File: src/rtl/pipe_shifter_pkg.sv
// Shared types and stage-partitioning helpers for the pipelined funnel shifter.
package pipe_shifter_pkg;

  typedef enum logic [2:0] {
    OP_SLL = 3'b000,
    OP_SRL = 3'b001,
    OP_SRA = 3'b011,
    OP_ROL = 3'b100,
    OP_ROR = 3'b101
  } shift_op_e;

  // Remainder levels go one each to the earliest stages.
  function automatic int levels_in_stage(input int stage, input int total_levels, input int stages);
    int n;
    n = total_levels / stages;
    if (stage < (total_levels % stages)) begin
      n = n + 32'sd1;
    end else begin
      n = n;
    end
    return n;
  endfunction

  function automatic int first_level(input int stage, input int total_levels, input int stages);
    int f;
    f = 32'sd0;
    for (int i = 32'sd0; i < stage; i++) begin
      f = f + levels_in_stage(i, total_levels, stages);
    end
    return f;
  endfunction

endpackage

File: src/rtl/shift_stage.sv
// One pipeline stage of the funnel shifter: a slice of the mux ladder, the
// valid/ready bookkeeping and the payload register. The last stage also applies the output window.
module shift_stage
  import pipe_shifter_pkg::*;
#(
  parameter int XLEN        = 32,
  parameter int TAG_W       = 5,
  parameter int FIRST_LEVEL = 0,
  parameter int NUM_LEVELS  = 1,
  parameter bit IS_LAST     = 1'b1
) (
  input  logic                      clk,
  input  logic                      reset,
  input  logic                      in_valid,
  input  logic [2*XLEN-1:0]         in_fun,
  input  logic [$clog2(XLEN)-1:0]   in_k,
  input  logic                      in_left,
  input  logic [TAG_W-1:0]          in_tag,
  input  logic                      out_ready,
  output logic                      out_valid,
  output logic [2*XLEN-1:0]         out_fun,
  output logic [$clog2(XLEN)-1:0]   out_k,
  output logic                      out_left,
  output logic [TAG_W-1:0]          out_tag
);

  localparam int SW = $clog2(XLEN);

  logic [2*XLEN-1:0] lvl_s;
  logic [2*XLEN-1:0] nxt_fun_s;
  logic [2*XLEN-1:0] fun_r;
  logic [SW-1:0]     k_r;
  logic              left_r;
  logic [TAG_W-1:0]  tag_r;
  logic              valid_r;
  logic              ready_s;
  logic              load_s;

  assign ready_s = !valid_r || out_ready;
  assign load_s  = in_valid && ready_s;

  // Mux levels for this stage (global level g selects on k bit SW-1-g), then the output window.
  always_comb begin
    lvl_s = in_fun;
    for (int g = FIRST_LEVEL; g < FIRST_LEVEL + NUM_LEVELS; g++) begin
      if (in_k[SW-1-g]) begin
        lvl_s = lvl_s >> (32'd1 << (SW - 1 - g));
      end else begin
        lvl_s = lvl_s;
      end
    end
    if (IS_LAST) begin
      if (in_left) begin
        nxt_fun_s = {{XLEN{1'b0}}, lvl_s[XLEN:1]};
      end else begin
        nxt_fun_s = {{XLEN{1'b0}}, lvl_s[XLEN-1:0]};
      end
    end else begin
      nxt_fun_s = lvl_s;
    end
  end

  // Payload register: load on upstream transfer, drop valid once the content leaves.
  always_ff @(posedge clk) begin
    if (reset) begin
      valid_r <= 1'b0;
      fun_r   <= '0;
      k_r     <= '0;
      left_r  <= 1'b0;
      tag_r   <= '0;
    end else if (load_s) begin
      valid_r <= 1'b1;
      fun_r   <= nxt_fun_s;
      k_r     <= in_k;
      left_r  <= in_left;
      tag_r   <= in_tag;
    end else if (out_ready) begin
      valid_r <= 1'b0;
    end else begin
      valid_r <= valid_r;
    end
  end

  assign out_valid = valid_r;
  assign out_fun   = fun_r;
  assign out_k     = k_r;
  assign out_left  = left_r;
  assign out_tag   = tag_r;

endmodule

File: src/rtl/pipe_shifter.sv
// Pipelined funnel shifter (SLL/SRL/SRA, plus ROL/ROR when PIPE_SHIFTER_ROTATE_EN
// is defined) with a valid/ready handshake and a pass-through tag.
module pipe_shifter
  import pipe_shifter_pkg::*;
#(
  parameter int XLEN        = 32,
  parameter int PIPE_STAGES = 2,
  parameter int TAG_W       = 5
) (
  input  logic                    clk,
  input  logic                    reset,
  input  logic                    in_valid,
  output logic                    in_ready,
  input  logic [XLEN-1:0]         in_a,
  input  logic [$clog2(XLEN)-1:0] in_shamt,
  input  logic [2:0]              in_op,
  input  logic [TAG_W-1:0]        in_tag,
  output logic                    out_valid,
  input  logic                    out_ready,
  output logic [XLEN-1:0]         out_y,
  output logic [TAG_W-1:0]        out_tag
);

  localparam int SW = $clog2(XLEN);

  shift_op_e         op_s;
  logic [2*XLEN-1:0] fun0_s;
  logic [SW-1:0]     k0_s;
  logic              left0_s;

  logic              valid_s [PIPE_STAGES+1];
  logic              ready_s [PIPE_STAGES+1];
  logic [2*XLEN-1:0] fun_s   [PIPE_STAGES+1];
  logic [SW-1:0]     k_s     [PIPE_STAGES+1];
  logic              left_s  [PIPE_STAGES+1];
  logic [TAG_W-1:0]  tag_s   [PIPE_STAGES+1];
  logic              unused_s;

  // Op decode; without rotate support bit 2 is don't-care.
  always_comb begin
    case (in_op)
      3'b000, 3'b010: op_s = OP_SLL;
      3'b001:         op_s = OP_SRL;
      3'b011:         op_s = OP_SRA;
`ifdef PIPE_SHIFTER_ROTATE_EN
      3'b100, 3'b110: op_s = OP_ROL;
      3'b101, 3'b111: op_s = OP_ROR;
`else
      3'b100, 3'b110: op_s = OP_SLL;
      3'b101:         op_s = OP_SRL;
      3'b111:         op_s = OP_SRA;
`endif
      default:        op_s = OP_SLL;
    endcase
  end

  // Funnel {hi, lo} and right-shift amount; left ops shift right by ~s and take window [XLEN:1].
  always_comb begin
    case (op_s)
      OP_SLL:  fun0_s = {in_a, {XLEN{1'b0}}};
      OP_SRL:  fun0_s = {{XLEN{1'b0}}, in_a};
      OP_SRA:  fun0_s = {{XLEN{in_a[XLEN-1]}}, in_a};
`ifdef PIPE_SHIFTER_ROTATE_EN
      OP_ROL:  fun0_s = {in_a, in_a};
      OP_ROR:  fun0_s = {in_a, in_a};
`endif
      default: fun0_s = {in_a, {XLEN{1'b0}}};
    endcase
    left0_s = (op_s == OP_SLL) || (op_s == OP_ROL);
    if (left0_s) begin
      k0_s = ~in_shamt;
    end else begin
      k0_s = in_shamt;
    end
  end

  assign valid_s[0] = in_valid && !reset;
  assign fun_s[0]   = fun0_s;
  assign k_s[0]     = k0_s;
  assign left_s[0]  = left0_s;
  assign tag_s[0]   = in_tag;

  // Combinational ready chain from the consumer back to the input.
  always_comb begin
    ready_s[PIPE_STAGES] = out_ready;
    for (int i = PIPE_STAGES - 1; i >= 0; i--) begin
      ready_s[i] = !valid_s[i+1] || ready_s[i+1];
    end
  end

  assign in_ready = ready_s[0] && !reset;

  for (genvar i = 0; i < PIPE_STAGES; i++) begin : g_stage
    shift_stage #(
      .XLEN        (XLEN),
      .TAG_W       (TAG_W),
      .FIRST_LEVEL (first_level(i, SW, PIPE_STAGES)),
      .NUM_LEVELS  (levels_in_stage(i, SW, PIPE_STAGES)),
      .IS_LAST     (i == PIPE_STAGES - 1)
    ) u_stage (
      .clk       (clk),
      .reset     (reset),
      .in_valid  (valid_s[i]),
      .in_fun    (fun_s[i]),
      .in_k      (k_s[i]),
      .in_left   (left_s[i]),
      .in_tag    (tag_s[i]),
      .out_ready (ready_s[i+1]),
      .out_valid (valid_s[i+1]),
      .out_fun   (fun_s[i+1]),
      .out_k     (k_s[i+1]),
      .out_left  (left_s[i+1]),
      .out_tag   (tag_s[i+1])
    );
  end

  assign out_valid = valid_s[PIPE_STAGES];
  assign out_y     = fun_s[PIPE_STAGES][XLEN-1:0];
  assign out_tag   = tag_s[PIPE_STAGES];

  assign unused_s = ^{fun_s[PIPE_STAGES][2*XLEN-1:XLEN], k_s[PIPE_STAGES], left_s[PIPE_STAGES]};

endmodule
File: config.mk
export PLATFORM = sky130hd
export DESIGN_NAME = pipe_shifter
export DESIGN_NICKNAME = d
export VERILOG_FILES = /design/src/rtl/pipe_shifter_pkg.sv /design/src/rtl/shift_stage.sv /design/src/rtl/pipe_shifter.sv
export SDC_FILE = /design/constraint.sdc
export NUM_CORES = 1
export LEC_CHECK = 0
export CAP_MARGIN = 0
export CORE_MARGIN = 2
export CORE_UTILIZATION = 46
export CTS_BUF_LIST = sky130_fd_sc_hd__clkbuf_4
export CTS_CLUSTER_SIZE = 24
export DETAILED_ROUTE_END_ITERATION = 6
export MAX_ROUTING_LAYER = met4
export PLACE_DENSITY = 0.78
export SYNTH_ARGS = -nofsm -noshare
export SYNTH_HDL_FRONTEND = slang
export SYNTH_SLANG_ARGS = --single-unit
File: constraint.sdc
create_clock -name clk -period 2.55 [get_ports clk]
set_input_delay 0.51 -clock clk [delete_from_list [all_inputs] [get_ports clk]]
set_output_delay 0.51 -clock clk [all_outputs]
set_load 0.01 [all_outputs]
After elaboration in Yosys (flattened, before gate mapping)

Memory sizes are Yosys's and may differ from the RTL's.
Cells that the tools add are included.

Register bits after elaboration: 83
Bits in latches: 0
Input bits: 49
Logic and storage cells: 38
Memories kept: 1
RAM bits: 0
Output and inout bits: 39
Memory bits (read-only): 16

Memory list:

| memory           | depth | bits a word | rd ports | clocked after Yosys merged registers in | wr ports | line               | RTL |
|---|---|---|---|---|---|---|---|
| (name not given) | 8     | 2           | 1        | 0                                       | 0        | pipe_shifter.sv:41 | `case (in_op)` |

Multiplexer cells: 12
Shift-type cells: 0
Div/mod/pow operators: 0
Reductions and logical operators: 13
Bitwise logic cells: 1
Equal/unequal tests: 3
Add/sub/neg operators: 0
Multiply operators: 0
$lt $le $gt $ge: 0

Operator list:

| kind                 | number |
|---|---|
| $pmux W64 S2         | 1 |
| $mux W48             | 1 |
| $mux W40             | 1 |
| $mux W36             | 1 |
| $mux W34             | 1 |
| $mux W33             | 1 |
| $mux W32             | 1 |
| $mux W5              | 1 |
| $not A5 Y5           | 1 |
| $logic_and A1 B1 Y1  | 4 |
| $mux W1              | 4 |
| $reduce_bool A2 Y1   | 2 |
| $eq A3 B1 Y1 const B | 1 |
| $eq A3 B2 Y1 const B | 1 |
| $eq A3 B3 Y1 const B | 1 |
| $logic_not A1 Y1     | 3 |
| $logic_not A3 Y1     | 1 |
| $logic_or A1 B1 Y1   | 3 |

Logic depth before layout (Yosys ltp)

An unclocked memory read counts as a cell.

Word-level depth: 7
Mapped depth: 8
Depth with buffers taken out: 4

By module

A second synthesis with hierarchy kept.

Cells, all modules: 836
Area total of the unflattened synthesis: 7,267.0 um^2

Modules (own cells, without submodules):

| module                            | seq. area each (um^2) | instances | area each (um^2) | cells an instance |
|---|---|---|---|---|
| shift_stage at g_stage[0].u_stage | 1,521.5               | 1         | 4,187.8          | 446 |
| shift_stage at g_stage[1].u_stage | 880.8                 | 1         | 2,527.4          | 274 |
| pipe_shifter                      | 0.0                   | 1         | 551.8            | 116 |

Worst setup path after synthesis

No wires, ideal clock.

Kind: input -> register
Start point: input in_shamt[3]
End point: register g_stage[0].u_stage.fun_r[22]
Path buffers: 1
Required time: 2.436 ns
Cell stages on the path: 5
Setup time: 0.114 ns
Data arrival time: 1.655 ns
Slack: 0.781 ns
Cell sequence: buf_2 > mux2_2 > a221oi_1 > o32ai_1 > a21o_1

Longest elaborated chain between the ends: 4

RTL lines:

| element                | line               | RTL |
|---|---|---|
| start: declaration     | pipe_shifter.sv:15 | `input logic [$clog2(XLEN)-1:0] in_shamt,` |
| $not A5 Y5             | pipe_shifter.sv:71 | `k0_s = ~in_shamt;` |
| $mux W5 *              | pipe_shifter.sv:70 | `if (left0_s) begin` |
| $mux W40 *             | shift_stage.sv:46  | `if (in_k[SW-1-g]) begin` |
| $mux W36 *             | shift_stage.sv:46  |  |
| end signal: assignment | shift_stage.sv:73  | `fun_r <= nxt_fun_s;` |
| end: declaration       | shift_stage.sv:31  | `logic [2*XLEN-1:0] fun_r;` |

Every way passes the cells marked *; elsewhere a longest branch is shown, timed or not.
A chain may end at the register's enable or synchronous reset.

Worst setup path in the final report

Start point: input out_ready
End point: output in_ready

Longest elaborated chain between the ends: 3

RTL lines:

| element                         | line               | RTL |
|---|---|---|
| start: declaration              | pipe_shifter.sv:19 | `input logic out_ready,` |
| $logic_or A1 B1 Y1 (2 in a row) | pipe_shifter.sv:87 | `ready_s[i] = !valid_s[i+1] \|\| ready_s[i+1];` |
| $logic_and A1 B1 Y1             | pipe_shifter.sv:91 | `assign in_ready = ready_s[0] && !reset;` |
| end: declaration                | pipe_shifter.sv:13 | `output logic in_ready,` |

No other way between the ends.

==> impl_metrics.prom <==
# TYPE chip_impl_metric gauge
chip_impl_info{name="status",value="completed"} 1
chip_impl_metric{name="clk_path_buf_depth",unit=""} 2
chip_impl_metric{name="power.internal",unit="mW"} 2.08
chip_impl_metric{name="pwr-share-seq",unit="%"} 49.0
chip_impl_metric{name="post_cts_buffers",unit=""} 0
chip_impl_metric{name="comb_power_share",unit="%"} 31.2
chip_impl_metric{name="synthesis.area",unit="um2"} 5750
chip_impl_metric{name="sw_share",unit="%"} 31.7
chip_impl_metric{name="setup_viol",unit=""} 0
chip_impl_metric{name="synth_sequential_area_ratio",unit="%"} 28.9
chip_impl_metric{name="die_w",unit="um"} 116
chip_impl_metric{name="number_of_sinks_driven_by_the_clock_tree",unit=""} 83
chip_impl_info{name="post_synth_most_frequent_cells",value="sky130_fd_sc_hd__dfxtp_1, sky130_fd_sc_hd__mux2i_1, sky130_fd_sc_hd__a21oi_1, sky130_fd_sc_hd__nand2_1, sky130_fd_sc_hd__o21ai_0"} 1
chip_impl_metric{name="path_max_fanout",unit=""} 3
chip_impl_metric{name="period_share",unit="%"} 93.3
chip_impl_metric{name="timing.critical_path.required",unit="ns"} 2.04
chip_impl_metric{name="dp_cells",unit=""} 827
chip_impl_metric{name="detail_route.wirelength.met1",unit="mm"} 7.37
chip_impl_metric{name="stdcell_count",unit=""} 843
chip_impl_info{name="yosys.cell_count.top_type",value="sky130_fd_sc_hd__dfxtp_1"} 1
chip_impl_info{name="min-delay-start",value="g_stage[0].u_stage.out_fun[0]"} 1
chip_impl_metric{name="slew_headroom",unit="%"} 38.6
chip_impl_metric{name="rrSetupSlack",unit="ns"} 0.82
chip_impl_metric{name="detail_route.wl_per_cell",unit="um"} 19.1
chip_impl_metric{name="ant_nets",unit=""} 0
chip_impl_metric{name="synth-warning-count",unit=""} 0
chip_impl_metric{name="rr_worst_depth",unit=""} 5
chip_impl_metric{name="die_h",unit="um"} 116
chip_impl_metric{name="utilization",unit="%"} 56.0
chip_impl_metric{name="max-vdd-ir-drop",unit="V"} 0.000174
chip_impl_metric{name="synth_top_cell_area_share",unit="%"} 28.9
chip_impl_metric{name="path_clk_slew",unit="ns"} 0.11
chip_impl_info{name="rsz0062_at_grt",value="no"} 1
chip_impl_metric{name="via_count",unit=""} 5137
chip_impl_metric{name="cts.repair.resized",unit=""} 0
chip_impl_metric{name="timing.critical_path.arrival",unit="ns"} 1.87
chip_impl_metric{name="min_path_cells",unit=""} 2
chip_impl_metric{name="design_power_total",unit="mW"} 3.04
chip_impl_metric{name="cap_violations",unit=""} 0
chip_impl_metric{name="cts-htree-levels",unit=""} 3
chip_impl_metric{name="synth_cell_type_count",unit=""} 56
chip_impl_metric{name="regArea",unit="um2"} 1660
chip_impl_info{name="crit_path_start_kind",value="input port"} 1
chip_impl_metric{name="place.gp.congestion",unit=""} 0.984
chip_impl_metric{name="area.growth.synth_to_final",unit="%"} 17.9
chip_impl_metric{name="share_of_layout_cells_above_drive_strength_1",unit="%"} 16.9
chip_impl_metric{name="synth_enable_flop_cells",unit=""} 0
chip_impl_metric{name="floorplan.core_area",unit="um2"} 12100
chip_impl_metric{name="synth_area_per_cell",unit="um2"} 9.34
chip_impl_info{name="routed.top_layer",value="met4"} 1
chip_impl_metric{name="ioPinCount",unit=""} 88
chip_impl_metric{name="vias_per_cell",unit=""} 6.09
chip_impl_metric{name="count_of_hold_fix_buffers_inserted_at_cts",unit=""} 0
chip_impl_metric{name="p_clk_share",unit="%"} 19.8
chip_impl_metric{name="start_util",unit="%"} 47.4
chip_impl_metric{name="finish.net_count",unit=""} 719
chip_impl_info{name="min_to",value="g_stage[0].u_stage.out_fun[0]"} 1
chip_impl_metric{name="die_area",unit="um2"} 13400
chip_impl_metric{name="fin_worst_skew",unit="ns"} 0.0139
chip_impl_info{name="clock_tree_from_tritoncts",value="yes"} 1
chip_impl_metric{name="multiInputGateArea",unit="um2"} 3510
chip_impl_metric{name="syn_nets",unit=""} 664
chip_impl_metric{name="row_count",unit=""} 40
chip_impl_info{name="r2r-start",value="g_stage[0].u_stage.out_valid"} 1
chip_impl_metric{name="synthArstFlopShare",unit="%"} 0
chip_impl_metric{name="max_freq",unit="MHz"} 420
chip_impl_metric{name="holdWs",unit="ns"} 0.452
chip_impl_info{name="kind_of_capture_point_of_the_worst_setup_path",value="primary output"} 1
chip_impl_info{name="worstHoldPathType",value="flip-flop to flip-flop"} 1
chip_impl_metric{name="fill_cell_instance_count_of_the_final_layout",unit=""} 1086
chip_impl_info{name="setup.worst_path.class",value="input port to primary output"} 1
chip_impl_metric{name="grt_antenna_before_repair",unit=""} 1
chip_impl_metric{name="synthesis.instances",unit=""} 615
chip_impl_metric{name="grt_ovf",unit=""} 0
chip_impl_info{name="ys_dominant_reg_cell",value="sky130_fd_sc_hd__dfxtp_1"} 1
chip_impl_metric{name="numPortBuffers",unit=""} 86
chip_impl_metric{name="insertion_delay",unit="ns"} 0.44
chip_impl_metric{name="wire_length_of_the_first_global_routing_pass",unit="mm"} 25.8
chip_impl_metric{name="setup-tns-final",unit="ns"} 0
chip_impl_metric{name="route.final.wire_length",unit="mm"} 16.1
chip_impl_metric{name="timing.final.hold_violations",unit=""} 0
chip_impl_metric{name="dp_hpwl",unit="mm"} 12.6
chip_impl_metric{name="max_slew.worst_pin.slew",unit="ns"} 0.921
chip_impl_metric{name="largest_net_degree_at_the_start_of_global_routing",unit=""} 70
chip_impl_info{name="regToRegEndpoint",value="g_stage[0].u_stage.out_fun[29]"} 1
chip_impl_info{name="netlist.top_cell.by_area",value="sky130_fd_sc_hd__dfxtp_1"} 1
chip_impl_metric{name="switching_power",unit="mW"} 0.964
chip_impl_metric{name="first_iter_violations",unit=""} 449
chip_impl_metric{name="tritoncts.num_buffers",unit=""} 9
chip_impl_metric{name="timing.final.max_slew_violations",unit=""} 0
chip_impl_metric{name="detail_route.first_pass.iterations",unit=""} 6
chip_impl_metric{name="synth_seq_cells",unit=""} 83
chip_impl_metric{name="gr-usage-all-layers",unit="%"} 25.8
chip_impl_metric{name="grt_pass1_vias",unit=""} 4837
chip_impl_metric{name="wl_met3",unit="um"} 838
chip_impl_metric{name="leakage",unit="nW"} 2.46
chip_impl_metric{name="pwr_density_cell",unit="nW/um2"} 449
chip_impl_metric{name="route.detailed.drc",unit=""} 0
chip_impl_metric{name="final.min_clock_period",unit="ns"} 2.38
chip_impl_info{name="cts_root_buf",value="sky130_fd_sc_hd__clkbuf_4"} 1
chip_impl_info{name="top_post_synthesis_cells_by_area",value="sky130_fd_sc_hd__dfxtp_1, sky130_fd_sc_hd__mux4_2, sky130_fd_sc_hd__mux2i_1"} 1
chip_impl_metric{name="routed_length_on_met2",unit="mm"} 7.51
## cell usage in the layout, fill, tap and decap left out, types with 3 or more instances in the layout
cell and instances:
sky130_fd_sc_hd__nor2_1 18, sky130_fd_sc_hd__o21ai_0 46, sky130_fd_sc_hd__a32o_1 4, sky130_fd_sc_hd__a221o_1 16
sky130_fd_sc_hd__buf_12 5, sky130_fd_sc_hd__a22oi_1 5, sky130_fd_sc_hd__nand2_1 54, sky130_fd_sc_hd__mux2_2 4
sky130_fd_sc_hd__o21ai_1 3, sky130_fd_sc_hd__o22ai_1 7, sky130_fd_sc_hd__a32oi_1 3, sky130_fd_sc_hd__a21oi_1 53
sky130_fd_sc_hd__a222oi_1 7, sky130_fd_sc_hd__a221oi_1 3, sky130_fd_sc_hd__nor2b_1 10, sky130_fd_sc_hd__dfxtp_1 81
sky130_fd_sc_hd__nand2b_1 12, sky130_fd_sc_hd__a211oi_1 12, sky130_fd_sc_hd__clkinv_1 4, sky130_fd_sc_hd__and3_1 6
sky130_fd_sc_hd__nand3_1 19, sky130_fd_sc_hd__mux4_2 38, sky130_fd_sc_hd__xor2_1 3, sky130_fd_sc_hd__o211ai_1 9
sky130_fd_sc_hd__buf_4 43, sky130_fd_sc_hd__mux2i_1 59, sky130_fd_sc_hd__a21o_1 6, sky130_fd_sc_hd__clkdlybuf4s50_1 84
sky130_fd_sc_hd__nor3_1 3, sky130_fd_sc_hd__inv_1 3, sky130_fd_sc_hd__clkbuf_4 10, sky130_fd_sc_hd__o32a_1 4
sky130_fd_sc_hd__a211o_1 6
## stage by stage
| step | cell area, um2 | setup WS, ns |
|---|---|---|
| 2_1_floorplan | 5750 | 0.781 |
| 3_3_place_gp | 6680 | 0.113 |
| 3_5_place_dp | 6680 | 0.0859 |
| 4_1_cts | 6770 | 0.167 |
| 5_1_grt | 6780 | 0.139 |
| 6_report | 6780 | 0.170 |
## critical path: stages
cell and delay (ns):
sky130_fd_sc_hd__clkdlybuf4s50_1 0.50, sky130_fd_sc_hd__and3b_1 0.20, sky130_fd_sc_hd__nor2_1 0.10, sky130_fd_sc_hd__clkdlybuf4s50_1 0.56
## cell families (layout without fill, tap and decap cells)
kind of cell              after synthesis  count (layout)  synth area share (%)
buffers and inverters                  95             154                  10.1
DFF                                    83              83                  28.9
AOI/OAI and AO/OA                     195             195                  22.6
muxes                                 101             101                  26.0
other                                   0               1                     0
xor gates and xnor gates                4               4                 0.610
and+or+nand+nor                       137             137                  11.8
## final cells by class
class                      instances  share of cell area [%]
sequential                        83                    24.6
multi-input combinational        437                    51.8
clock buffer                      10                    1.11
tap                              168                    3.10
clock inverter                     5                   0.314
timing repair buffer             134                    18.8
antenna                            1                  0.0369
inverter                           5                   0.277
## routing by layer
metal  vias to the layer above  track usage, %
met5                         -               -
met4                         0            9.05
met3                        28            3.66
met2                       214            39.8
met1                      2461            34.9
li1                       2434               -
## power by group through the flow
stage	registers, mW	logic [mW]	clock network (mW)
global route	1.51	1.02	0.679
global placement	1.51	0.931	0
finish	1.49	0.949	0.602
detailed placement	1.52	0.940	0
CTS	1.49	0.945	0.619
floorplan	1.47	0.656	0
## how the worst max path moves through the flow
stage,from,to,slack [ns],cells past startpoint
after detailed placement,in_op[0],g_stage[0].u_stage.out_fun[23],0.09,8
after global placement,in_op[0],g_stage[0].u_stage.out_fun[23],0.11,8
after global routing,out_ready,in_ready,0.14,4
after CTS,out_ready,in_ready,0.17,4
after floorplan,in_shamt[3],g_stage[0].u_stage.out_fun[22],0.78,5
final,out_ready,in_ready,0.17,4
## registers in the layout, summed over array words and instances, names as in the netlist
name,cells
g_stage.u_stage.out_fun,68
g_stage.u_stage.out_k,2
g_stage.u_stage.out_tag,10
g_stage.u_stage.out_valid,2
g_stage.u_stage.out_left,1
Note: power is estimated with default switching activity, not from simulation.
